--- src/rtl/nano_loader_if.sv ---
// Signal bundle between the program source / NanoCPU side and nano_loader:
// byte stream, CPU memory port, physical memory port and status.
interface nano_loader_if;
  // Byte stream: a byte moves on a rising edge where rx_valid && rx_ready.
  // rx_ready comes from loader state only; the source may raise or drop
  // rx_valid at any time, and a byte offered while rx_ready=0 stays unconsumed.
  logic [7:0]  rx_data;
  logic        rx_valid;
  logic        rx_ready;
  logic        reload;
  logic        cpu_rst;
  logic [7:0]  cpu_address;
  logic [15:0] cpu_dataW;
  logic        cpu_ce;
  logic        cpu_we;
  logic [15:0] cpu_dataR;
  logic [7:0]  mem_address;
  logic [15:0] mem_dataW;
  logic        mem_ce;
  logic        mem_we;
  logic [15:0] mem_dataR;
  logic        done;
  logic        error;
  logic [2:0]  state_dbg;

  modport master (
    output rx_data, rx_valid, reload, cpu_address, cpu_dataW, cpu_ce, cpu_we, mem_dataR,
    input  rx_ready, cpu_rst, cpu_dataR, mem_address, mem_dataW, mem_ce, mem_we,
           done, error, state_dbg
  );

  modport slave (
    input  rx_data, rx_valid, reload, cpu_address, cpu_dataW, cpu_ce, cpu_we, mem_dataR,
    output rx_ready, cpu_rst, cpu_dataR, mem_address, mem_dataW, mem_ce, mem_we,
           done, error, state_dbg
  );
endinterface

--- src/rtl/nano_loader.sv ---
// Boot loader for the NanoCPU: receives length/words/XOR-checksum over a byte
// stream, writes words from address 0, then hands the memory port to the CPU.
module nano_loader (
  input  logic          ck,
  input  logic          rst,
  nano_loader_if.slave  bus
);

  typedef enum logic [2:0] {
    S_LEN  = 3'd0,
    S_HI   = 3'd1,
    S_LO   = 3'd2,
    S_WR   = 3'd3,
    S_CSUM = 3'd4,
    S_RUN  = 3'd5,
    S_ERR  = 3'd6
  } state_t;

  state_t     state;
  state_t     state_nxt;
  logic [7:0] len_q;
  logic [7:0] acc_q;
  logic [7:0] wc_q;
  logic [7:0] hi_q;
  logic [7:0] lo_q;
  logic       xfer;
  logic       last_word;

  assign bus.rx_ready = (state == S_LEN) || (state == S_HI) ||
                        (state == S_LO)  || (state == S_CSUM);
  assign xfer         = bus.rx_valid && bus.rx_ready;
  // L=0 means 256 words; 8-bit L-1 wraps to 255 so the same compare covers it.
  assign last_word    = (wc_q == len_q - 8'd1);

  assign bus.cpu_rst   = (state != S_RUN);
  assign bus.done      = (state == S_RUN);
  assign bus.error     = (state == S_ERR);
  assign bus.cpu_dataR = bus.mem_dataR;
  assign bus.state_dbg = state;

  always_ff @(posedge ck or posedge rst) begin
    if (rst) begin
      state <= S_LEN;
    end else begin
      state <= state_nxt;
    end
  end

  always_comb begin
    state_nxt = state;
    case (state)
      S_LEN:   if (xfer) state_nxt = S_HI;
      S_HI:    if (xfer) state_nxt = S_LO;
      S_LO:    if (xfer) state_nxt = S_WR;
      S_WR:    state_nxt = last_word ? S_CSUM : S_HI;
      S_CSUM:  if (xfer) state_nxt = (bus.rx_data == acc_q) ? S_RUN : S_ERR;
      S_RUN:   if (bus.reload) state_nxt = S_LEN;
      S_ERR:   if (bus.reload) state_nxt = S_LEN;
      default: state_nxt = S_LEN;
    endcase
  end

  always_ff @(posedge ck or posedge rst) begin
    if (rst) begin
      len_q <= 8'd0;
      acc_q <= 8'd0;
      wc_q  <= 8'd0;
      hi_q  <= 8'd0;
      lo_q  <= 8'd0;
    end else begin
      case (state)
        S_LEN: begin
          if (xfer) begin
            len_q <= bus.rx_data;
            acc_q <= bus.rx_data;
            wc_q  <= 8'd0;
          end
        end
        S_HI: begin
          if (xfer) begin
            hi_q  <= bus.rx_data;
            acc_q <= acc_q ^ bus.rx_data;
          end
        end
        S_LO: begin
          if (xfer) begin
            lo_q  <= bus.rx_data;
            acc_q <= acc_q ^ bus.rx_data;
          end
        end
        S_WR: begin
          if (!last_word) wc_q <= wc_q + 8'd1;
        end
        default: ;
      endcase
    end
  end

  // Memory port mux: loader owns it only in WR, the CPU only in RUN.
  always_comb begin
    bus.mem_address = 8'd0;
    bus.mem_dataW   = 16'd0;
    bus.mem_ce      = 1'b0;
    bus.mem_we      = 1'b0;
    case (state)
      S_WR: begin
        bus.mem_address = wc_q;
        bus.mem_dataW   = {hi_q, lo_q};
        bus.mem_ce      = 1'b1;
        bus.mem_we      = 1'b1;
      end
      S_RUN: begin
        bus.mem_address = bus.cpu_address;
        bus.mem_dataW   = bus.cpu_dataW;
        bus.mem_ce      = bus.cpu_ce;
        bus.mem_we      = bus.cpu_we;
      end
      default: ;
    endcase
  end

endmodule

--- src/flat_wrapper.sv ---
// flat-port wrapper written by rule: the top's interface ports become plain ports
module nano_loader_flat 
  (ck, rst, bus_rx_data, bus_rx_valid, bus_reload, bus_cpu_address, bus_cpu_dataW, bus_cpu_ce, bus_cpu_we, bus_mem_dataR, bus_rx_ready, bus_cpu_rst, bus_cpu_dataR, bus_mem_address, bus_mem_dataW, bus_mem_ce, bus_mem_we, bus_done, bus_error, bus_state_dbg);
  nano_loader_if bus_i ();
  input  logic ck;
  input  logic rst;
  input wire logic [$bits(bus_i.rx_data)-1:0] bus_rx_data;
  input wire logic [$bits(bus_i.rx_valid)-1:0] bus_rx_valid;
  input wire logic [$bits(bus_i.reload)-1:0] bus_reload;
  input wire logic [$bits(bus_i.cpu_address)-1:0] bus_cpu_address;
  input wire logic [$bits(bus_i.cpu_dataW)-1:0] bus_cpu_dataW;
  input wire logic [$bits(bus_i.cpu_ce)-1:0] bus_cpu_ce;
  input wire logic [$bits(bus_i.cpu_we)-1:0] bus_cpu_we;
  input wire logic [$bits(bus_i.mem_dataR)-1:0] bus_mem_dataR;
  output wire logic [$bits(bus_i.rx_ready)-1:0] bus_rx_ready;
  output wire logic [$bits(bus_i.cpu_rst)-1:0] bus_cpu_rst;
  output wire logic [$bits(bus_i.cpu_dataR)-1:0] bus_cpu_dataR;
  output wire logic [$bits(bus_i.mem_address)-1:0] bus_mem_address;
  output wire logic [$bits(bus_i.mem_dataW)-1:0] bus_mem_dataW;
  output wire logic [$bits(bus_i.mem_ce)-1:0] bus_mem_ce;
  output wire logic [$bits(bus_i.mem_we)-1:0] bus_mem_we;
  output wire logic [$bits(bus_i.done)-1:0] bus_done;
  output wire logic [$bits(bus_i.error)-1:0] bus_error;
  output wire logic [$bits(bus_i.state_dbg)-1:0] bus_state_dbg;
  assign bus_i.rx_data = bus_rx_data;
  assign bus_i.rx_valid = bus_rx_valid;
  assign bus_i.reload = bus_reload;
  assign bus_i.cpu_address = bus_cpu_address;
  assign bus_i.cpu_dataW = bus_cpu_dataW;
  assign bus_i.cpu_ce = bus_cpu_ce;
  assign bus_i.cpu_we = bus_cpu_we;
  assign bus_i.mem_dataR = bus_mem_dataR;
  assign bus_rx_ready = bus_i.rx_ready;
  assign bus_cpu_rst = bus_i.cpu_rst;
  assign bus_cpu_dataR = bus_i.cpu_dataR;
  assign bus_mem_address = bus_i.mem_address;
  assign bus_mem_dataW = bus_i.mem_dataW;
  assign bus_mem_ce = bus_i.mem_ce;
  assign bus_mem_we = bus_i.mem_we;
  assign bus_done = bus_i.done;
  assign bus_error = bus_i.error;
  assign bus_state_dbg = bus_i.state_dbg;
  nano_loader u_core (.ck(ck), .rst(rst), .bus(bus_i));
endmodule
--- config.mk ---
export PLATFORM = sky130hd
export DESIGN_NAME = nano_loader_flat
export DESIGN_NICKNAME = d
export VERILOG_FILES = /design/src/rtl/nano_loader_if.sv /design/src/rtl/nano_loader.sv /design/src/flat_wrapper.sv
export SDC_FILE = /design/constraint.sdc
export NUM_CORES = 1
export LEC_CHECK = 0
export BUFFER_PORTS_ARGS = -buffer_cell sky130_fd_sc_hd__buf_2
export CAP_MARGIN = 5
export CORE_ASPECT_RATIO = 1.75
export CORE_MARGIN = 8
export CORE_UTILIZATION = 45
export CTS_CLUSTER_DIAMETER = 30
export CTS_CLUSTER_SIZE = 12
export DETAILED_ROUTE_END_ITERATION = 8
export GPL_TIMING_DRIVEN = 0
export HOLD_SLACK_MARGIN = 0.15
export PLACE_DENSITY_LB_ADDON = 0.2
export SETUP_SLACK_MARGIN = 0.1
export SYNTH_ARGS = -nofsm -noshare
export SYNTH_HDL_FRONTEND = slang
export SYNTH_SLANG_ARGS = --single-unit
--- constraint.sdc ---
create_clock -name ck -period 2.25 [get_ports ck]
set_input_delay 0.3375 -clock ck [delete_from_list [all_inputs] [get_ports ck]]
set_output_delay 0.3375 -clock ck [all_outputs]
set_load 0.05 [all_outputs]
==> impl_summary.txt, run 1 <==
----------------------------------------------------
[Outcome]
  Run status ... complete, no violations

[Detailed routing]
  Wire length reported by the detailed router ... 7.719 mm
  ANT nets after route ... 0
  Number of DRC markers after the initial detailed-route iteration ... 130
  Residual DRC count ... 0
  Via count ... 2,411
  Routed vias/inst ... 5.311
  Mean routed wirelength per cell ... 17.00 um
  First-pass detailed-route iteration total ... 4

[Clocking]
  Cell chosen for the clock root ... sky130_fd_sc_hd__clkbuf_8
  Clock transition at the register clock pins on the worst setup and hold paths after CTS ... 80 ps
  Total CTS buffers ... 5
  Clock Sinks ... 43
  TritonCTS clock tree ... built
  Maximum clock path buffer count ... 2
  H-tree Lvls ... 2
  Clock latency of the later-clocked register in the worst-skew pair ... 300 ps

[Global routing]
  GR Overflow Total ... 0
  Number of antenna violations at the first check in global routing ... 0
  Maximum number of pins on one net before global-route repair ... 39
  Number of global-route vias before repair ... 2,505
  Total Routing Usage GR ... 17.45%
  First-pass GRT wire length ... 12.13 mm

[Power and ir drop]
  Share of total power in the clock network ... 12.0%
  Total power after layout ... 5001 uW
  Reported net switching power ... 2307 uW
  Total power per unit cell area ... 1346 nW/um2
  Largest vdd supply drop ... 0.0007959 V
  Static leakage power ... 0.001762 uW
  Internal Dissipation ... 2695 uW
  Comb power frac ... 59.2%
  Switching part of the total ... 46.12%
  Register share of total power ... 28.8%

[STA]
  Worst-case clock skew ... 3.108 ps
  Final count of hold timing violations ... 0
  Maximum frequency from static timing analysis ... 469.1 MHz
  Ratio of final minimum period to clock period ... 94.75%
  Worst slew margin relative to its limit ... 51.30%
  Final count of pins violating max slew ... 0
  Unrepaired setup endpoints after global routing ... yes
  Hold Worst Slack ... 345.1 ps
  Least-Margin Pin Slew ... 726.5 ps
  Min cycle time layout ... 2132 ps
  Setup violations, final ... 0

[Synthesis]
  Synth area leader ... sky130_fd_sc_hd__dfrtp_1
  Number of synthesized flops with an enable pin ... 0
  Async S/R FF share, synth ... 100.0%
  Instance count of the mapped netlist ... 272
  Most common cell in the synthesized netlist ... sky130_fd_sc_hd__dfrtp_1
  Leading register cell type out of synthesis ... sky130_fd_sc_hd__dfrtp_1
  Syn Std Cell Area ... 2739 um2
  Count of yosys warnings during synthesis ... 0
  Yosys top cell area share ... 39.29%
  Biggest area contributors in the synthesized netlist ... sky130_fd_sc_hd__dfrtp_1, sky130_fd_sc_hd__mux2_2, sky130_fd_sc_hd__a22o_1
  Sequential-to-total area share from yosys stat ... 39.29%
  Synthesized netlist net count ... 328
  Total of flip-flops plus latches after synthesis ... 43
  Synth top cells by count ... sky130_fd_sc_hd__dfrtp_1, sky130_fd_sc_hd__nand2_1, sky130_fd_sc_hd__a22o_1, sky130_fd_sc_hd__mux2_2
  Avg Inst Size Synth ... 10.07 um2
  Distinct cells, synth ... 46

[Worst hold path]
  Worst Hold Class ... input pin to flip-flop

[Critical path]
  Critical path arrival ... 2330 ps
  Worst reg2reg endpoint ... u_core.wc_q[1]
  Worst r2r src ... u_core.len_q[0]
  Critical Path End ... u_core.wc_q[1]
  Path depth of the worst reg2reg path ... 9
  Category of the worst setup path launch point ... flip-flop
  Biggest fanout along the worst timing path ... 8
  R2R setup slack ... 120 ps
  Data required, critical path ... 2440 ps
  Crit. Startpoint ... u_core.len_q[0]
  Critical path class ... flip-flop to flip-flop
  Element type at the critical path end ... flip-flop

[Floorplan]
  Number of primary I/O pins ... 103
  Core area ... 5879 um2
  DIE HEIGHT ... 119.2 um
  Starting density of the core ... 46.58%
  Area of the die ... 8937 um2
  Width of the chip ... 74.98 um
  Site row count ... 37

[Final layout]
  Flip-flop and latch area ... 1081 um2
  Antenna Diode Count ... 0
  Multi-input gate area ... 1544 um2
  Number of inserted filler cells in the final layout ... 488
  Area Overhead vs Synth ... 35.68%
  Post-layout net count ... 432
  Share of layout cells above drive strength 1 ... 52.93%

[Placement]
  Post-DP HPWL ... 5.761 mm
  Port Buffer Count ... 86
  Final RePlAce weighted congestion ... 0.8132

[Job]
  Max Cap Violations ... 0

----------------------------------------------------
-- power groups by stage --
stage | sequential (uW) | combinational, uW | clock, uW
after floorplan | 1420 | 2080 | 0
after global placement | 1430 | 2570 | 0
after detailed placement | 1450 | 2620 | 0
after CTS | 1430 | 2890 | 615
after global routing | 1490 | 3170 | 640
final | 1440 | 2960 | 600
-- cell type report --
| cell class | instances | share of cell area (%) |
|---|---|---|
| Buffer | 30 | 6.128 |
| Clock buffer | 5 | 1.852 |
| Timing Repair Buffer | 98 | 17.24 |
| Tap cell | 78 | 2.626 |
| Sequential cell | 43 | 29.09 |
| Inverter | 5 | 0.5051 |
| Multi-Input combinational cell | 193 | 41.55 |
| Clock inverter | 2 | 1.010 |
-- critical path, cell delays in order, from the launching register on --
cell and delay, ps:
sky130_fd_sc_hd__dfrtp_2 380, sky130_fd_sc_hd__inv_2 30, sky130_fd_sc_hd__ha_2 170, sky130_fd_sc_hd__buf_6 130
sky130_fd_sc_hd__nor2b_4 120, sky130_fd_sc_hd__or3_4 380, sky130_fd_sc_hd__a31oi_4 230, sky130_fd_sc_hd__nand3_4 120
sky130_fd_sc_hd__or2_4 260, sky130_fd_sc_hd__a32o_1 210
-- routing by layer --
metal | up-vias | wire length [um] | GRT usage, %
met1 | 1152 | 2803 | 17.88
met3 | 6 | 628 | 3.613
met4 | 0 | 99 | 6.543
li1 | 1157 | - | -
met5 | - | 0 | 0
met2 | 96 | 4187 | 32.28
-- logic make-up after synthesis --
| logic type | Yosys count | synth area share, % |
|---|---|---|
| AOI/OAI and AO/OA | 55 | 15.62 |
| xor gates and xnor gates | 25 | 7.995 |
| adders and majority gates | 2 | 0.9135 |
| buffers and inverters | 37 | 7.537 |
| DFF | 43 | 39.29 |
| muxes | 31 | 12.47 |
| and+or+nand+nor | 79 | 16.17 |
-- cell usage in the layout, fill, tap and decap left out, types with 3 or more instances in the layout --
cell type	n
sky130_fd_sc_hd__nor2_1	6
sky130_fd_sc_hd__a22o_2	18
sky130_fd_sc_hd__nand4_1	3
sky130_fd_sc_hd__nand3_1	4
sky130_fd_sc_hd__mux2i_1	6
sky130_fd_sc_hd__buf_2	64
sky130_fd_sc_hd__o21ai_1	6
sky130_fd_sc_hd__clkbuf_1	3
sky130_fd_sc_hd__inv_2	3
sky130_fd_sc_hd__nor2b_1	3
sky130_fd_sc_hd__mux2_2	25
sky130_fd_sc_hd__buf_6	8
sky130_fd_sc_hd__a22o_1	5
sky130_fd_sc_hd__nor3_1	3
sky130_fd_sc_hd__dfrtp_1	39
sky130_fd_sc_hd__dfrtp_2	4
sky130_fd_sc_hd__o21ai_0	5
sky130_fd_sc_hd__nand2_1	34
sky130_fd_sc_hd__clkbuf_8	7
sky130_fd_sc_hd__xor2_1	17
sky130_fd_sc_hd__nand2b_1	5
sky130_fd_sc_hd__xnor2_1	8
sky130_fd_sc_hd__buf_4	40
sky130_fd_sc_hd__buf_8	4
sky130_fd_sc_hd__a21oi_1	5
-- worst min-delay path by stage --
stage | slack, ps | endpoint | start | cells past startpoint
3_3_place_gp | 490 | u_core.lo_q[4] | u_core.lo_q[4] | 1
2_1_floorplan | 480 | u_core.hi_q[0] | u_core.hi_q[0] | 1
5_1_grt | 350 | u_core.lo_q[7] | bus_rx_data[7] | 2
4_1_cts | 340 | u_core.len_q[7] | bus_rx_data[7] | 2
3_5_place_dp | 240 | u_core.wc_q[0] | rst | 2
6_report | 350 | u_core.acc_q[7] | bus_rx_data[7] | 3
-- state kept, by name, indices dropped and copies added, names as in the netlist --
register / count
u_core.acc_q: 8
u_core.hi_q: 8
u_core.len_q: 8
u_core.lo_q: 8
u_core.wc_q: 8
u_core.bus.state_dbg: 3
-- metrics by stage --
step	setup TNS, ps	setup slack (ps)	instance area [um2]	cells	util [%]
global placement	-3606	-227.6	3327	436	56.59
detailed placement	-4087	-239.1	3347	437	56.93
finish	0	118.1	3716	454	63.20
floorplan	0	8.989	2799	272	-
CTS	0	105.9	3646	451	62.01
global route	0	56.68	3716	454	63.20
-- timing repair --
item                                    4_1_cts  5_1_grt
gates cloned                                  1        0
endpoints found under the setup margin       39       33
resized for setup                            44       16
buffers inserted                              7        3
endpoints found under the hold margin         5        0
hold buffers                                  1        0
pin swaps                                     2        6
Note: power is estimated with default switching activity, not from simulation.
==> run 2: changes to the inputs <==
- CELL_PAD_IN_SITES_DETAIL_PLACEMENT: default -> 1
- CELL_PAD_IN_SITES_GLOBAL_PLACEMENT: default -> 1
- CORE_UTILIZATION: 45 -> 33
==> run 2 against run 1 <==
Maximum frequency is 1.3% higher. Clock power is 23% higher. Clock skew is 1.3 ps higher. Power is 3.4% higher. Via count is 3.4% higher. Non-clock buffer count is 4 higher. Largest cell class unchanged. Count of clock-buffer cells in the layout is 1 higher. Register-to-register slack better by 30 ps. Critical path type unchanged. Sequential cell count stayed put. Critical path depth is 1 lower.
==> impl_summary.txt, run 2 (synthesis results as in run 1) <==
----------------------------------------------------
[STA]
  Min cycle time layout ... 2104 ps (-28.24 ps)
  Smallest setup slack after layout ... 146.3 ps (+28.24 ps)
  TNS Setup ... 0 ps (unchanged)
  Worst-case clock skew ... 4.359 ps (+1.251 ps)
  Maximum frequency from static timing analysis ... 475.4 MHz (+1.3%)
  Final count of pins violating max slew ... 0 (unchanged)
  Final count of hold timing violations ... 0 (unchanged)
  Least-Margin Pin Slew ... 747.1 ps (+20.58 ps)
  Unrepaired setup endpoints after global routing ... yes
  Setup violations, final ... 0 (unchanged)
  Ratio of final minimum period to clock period ... 93.50% (-1.3 points)
  Worst slew margin relative to its limit ... 50.19% (-1.1 points)

[Clocking]
  Clock transition at the register clock pins on the worst setup and hold paths after CTS ... 60 ps (-20 ps)
  Total CTS buffers ... 5 (unchanged)
  TritonCTS clock tree ... built
  Maximum clock path buffer count ... 2 (unchanged)
  H-tree Lvls ... 2 (unchanged)
  Cell chosen for the clock root ... sky130_fd_sc_hd__clkbuf_16
  Clock latency of the later-clocked register in the worst-skew pair ... 290 ps (about the same)
  Clock Sinks ... 43 (unchanged)

[Final layout]
  Antenna Diode Count ... 0 (unchanged)
  Final core utilization ... 46.00% (-17 points)
  Area Overhead vs Synth ... 37.78%
  Multi-input gate area ... 1544 um2 (unchanged)
  Post-layout net count ... 436 (+0.93%)
  Highest-count cells in the layout ignoring fill and taps ... sky130_fd_sc_hd__buf_2, sky130_fd_sc_hd__buf_4, sky130_fd_sc_hd__dfrtp_1
  Flip-flop and latch area ... 1084 um2 (+0.23%)
  Share of layout cells above drive strength 1 ... 53.95% (+1.0 points)
  Leading cell type in the layout, fill and taps excluded ... sky130_fd_sc_hd__buf_2
  Number of inserted filler cells in the final layout ... 939 (+92%)

[Worst hold path]
  Worst Hold Class ... input pin to flip-flop

[Critical path]
  Critical path arrival ... 2280 ps (-50 ps)
  R2R setup slack ... 150 ps (+30 ps)
  Data required, critical path ... 2420 ps (-20 ps)
  Element type at the critical path end ... flip-flop
  Path depth of the worst reg2reg path ... 8 (-1)
  Max stage delay cell, worst path ... sky130_fd_sc_hd__dfrtp_2
  Critical path class ... flip-flop to flip-flop
  Worst reg2reg endpoint ... u_core.wc_q[0]
  Crit. Startpoint ... u_core.len_q[0]
  Stage delay of the slowest cell on the critical path ... 400 ps (+20 ps)
  Critical Path End ... u_core.wc_q[0]
  Worst r2r src ... u_core.len_q[0]
  Cells traversed along the worst timing path ... inv_2 -> ha_4 -> nor2b_4 -> or3_4 -> a31oi_4 -> nand3_4 -> or2_4 -> a22o_1
  Category of the worst setup path launch point ... flip-flop
  Biggest fanout along the worst timing path ... 5 (-3)

[Detailed routing]
  Via count ... 2,494 (+3.4%)
  Wire length reported by the detailed router ... 8.939 mm (+16%)
  Mean routed wirelength per cell ... 18.94 um (+11%)
  Residual DRC count ... 0 (unchanged)
  Number of DRC markers after the initial detailed-route iteration ... 54 (-58%)
  First-pass detailed-route iteration total ... 4 (unchanged)
  Routed vias/inst ... 5.284 (-0.50%)
  ANT nets after route ... 0 (unchanged)

[Job]
  Max Cap Violations ... 0 (unchanged)

[Global routing]
  Maximum number of pins on one net before global-route repair ... 26 (-33%)
  Number of antenna violations at the first check in global routing ... 0 (unchanged)
  First-pass GRT wire length ... 14.39 mm (+19%)
  Number of global-route vias before repair ... 2,697 (+7.7%)
  GR Overflow Total ... 0 (unchanged)
  Total Routing Usage GR ... 15.88% (-1.6 points)

[Power and ir drop]
  Switching part of the total ... 45.86% (-0.26 points)
  Total power after layout ... 5170 uW (+3.4%)
  Share of total power in the clock network ... 14.3% (+2.3 points)
  Total power per unit cell area ... 1370 nW/um2 (+1.8%)
  Internal Dissipation ... 2799 uW (+3.9%)
  Comb power frac ... 57.5% (-1.7 points)
  Register share of total power ... 28.2% (-0.6 points)
  Reported net switching power ... 2371 uW (+2.8%)
  Static leakage power ... 0.001783 uW (+1.2%)
  Largest vdd supply drop ... 0.0006367 V (-20%)

[Floorplan]
  Area of the die ... 11,590 um2 (+30%)
  Starting density of the core ... 33.39% (-13 points)
  Number of primary I/O pins ... 103 (unchanged)
  Site row count ... 44 (+19%)
  Core area ... 8203 um2 (+40%)
  DIE HEIGHT ... 136.5 um (+15%)
  Width of the chip ... 84.87 um (+13%)

[Placement]
  Post-DP HPWL ... 6.788 mm (+18%)
  Worst Setup Slack post-DPL ... -378.6 ps (-139.5 ps)
  Final RePlAce weighted congestion ... 0.7425 (-8.7%)
  Port Buffer Count ... 86 (unchanged)

[Outcome]
  Run status ... complete, no violations

----------------------------------------------------
-- run 2: cell types whose count changed in the layout (fill, tap and decap cells not counted), moves of 2 or more --
cell | previous run | this run
sky130_fd_sc_hd__buf_2 | 64 | 62
sky130_fd_sc_hd__buf_8 | 4 | 0
sky130_fd_sc_hd__clkbuf_16 | 0 | 5
sky130_fd_sc_hd__dfrtp_1 | 39 | 37
sky130_fd_sc_hd__dfrtp_2 | 4 | 6
sky130_fd_sc_hd__clkbuf_4 | 2 | 5
sky130_fd_sc_hd__buf_4 | 40 | 48
sky130_fd_sc_hd__clkbuf_8 | 7 | 3
-- run 2: worst min path at each step --
stage | start | to | slack, ps | cells past startpoint
2_1_floorplan | u_core.hi_q[0] | u_core.hi_q[0] | 480 | 1
3_3_place_gp | u_core.lo_q[3] | u_core.lo_q[3] | 500 | 1
3_5_place_dp | rst | u_core.acc_q[6] | 380 | 2
4_1_cts | bus_rx_data[2] | u_core.acc_q[2] | 360 | 3
5_1_grt | bus_rx_data[2] | u_core.lo_q[2] | 380 | 2
6_report | bus_rx_data[2] | u_core.acc_q[2] | 350 | 3
-- run 2: area by class of cell --
| cell class | count | area share [%] |
|---|---|---|
| Inverter | 5 | 0.4973 |
| Clock inverter | 1 | 0.1326 |
| Sequential cell | 43 | 28.71 |
| Buffer | 29 | 5.504 |
| Timing Repair Buffer | 103 | 17.51 |
| Tap cell | 92 | 3.050 |
| Clock buffer | 6 | 3.680 |
| Multi-Input combinational cell | 193 | 40.92 |
-- run 2: routing by layer --
layer | vias up | track usage [%] | share of wire, %
met4 | 0 | 6.181 | 2.3
li1 | 1164 | - | -
met2 | 93 | 29.45 | 54
met1 | 1224 | 16.33 | 37
met5 | - | 0 | 0
met3 | 13 | 4.570 | 7.0
-- run 2: timing repair --
item | 4_1_cts | 5_1_grt
hold buffers | 1 | 0
endpoints found under the hold margin | 18 | 0
pin swaps | 6 | 6
endpoints found under the setup margin | 49 | 28
gates resized for setup | 41 | 13
buffers inserted | 12 | 1
cloned | 3 | 0
-- run 2: power groups by stage --
stage               Sequential [uW]  Clock [uW]  Combinational, uW
global route                   1510         781               3200
CTS                            1460         754               2970
global placement               1440           0               2610
finish                         1460         737               2970
floorplan                      1420           0               2080
detailed placement             1460           0               2660
-- run 2: critical path: cells and delay by family (launching register included) --
| family | cells | cell delay (ps) |
|---|---|---|
| simple gates | 4 | 900 |
| compound gates | 2 | 470 |
| flops | 1 | 400 |
| fa+ha+maj | 1 | 170 |
| buf+inv | 1 | 50 |
-- run 2: through the flow --
step | area (um2) | hold slack (ps) | instances
after floorplan | 2799 | 481.1 | 272
after global placement | 3344 | 498.6 | 450
after detailed placement | 3364 | 379.0 | 451
after CTS | 3737 | 356.9 | 472
after global routing | 3774 | 377.9 | 472
final | 3774 | 354.7 | 472
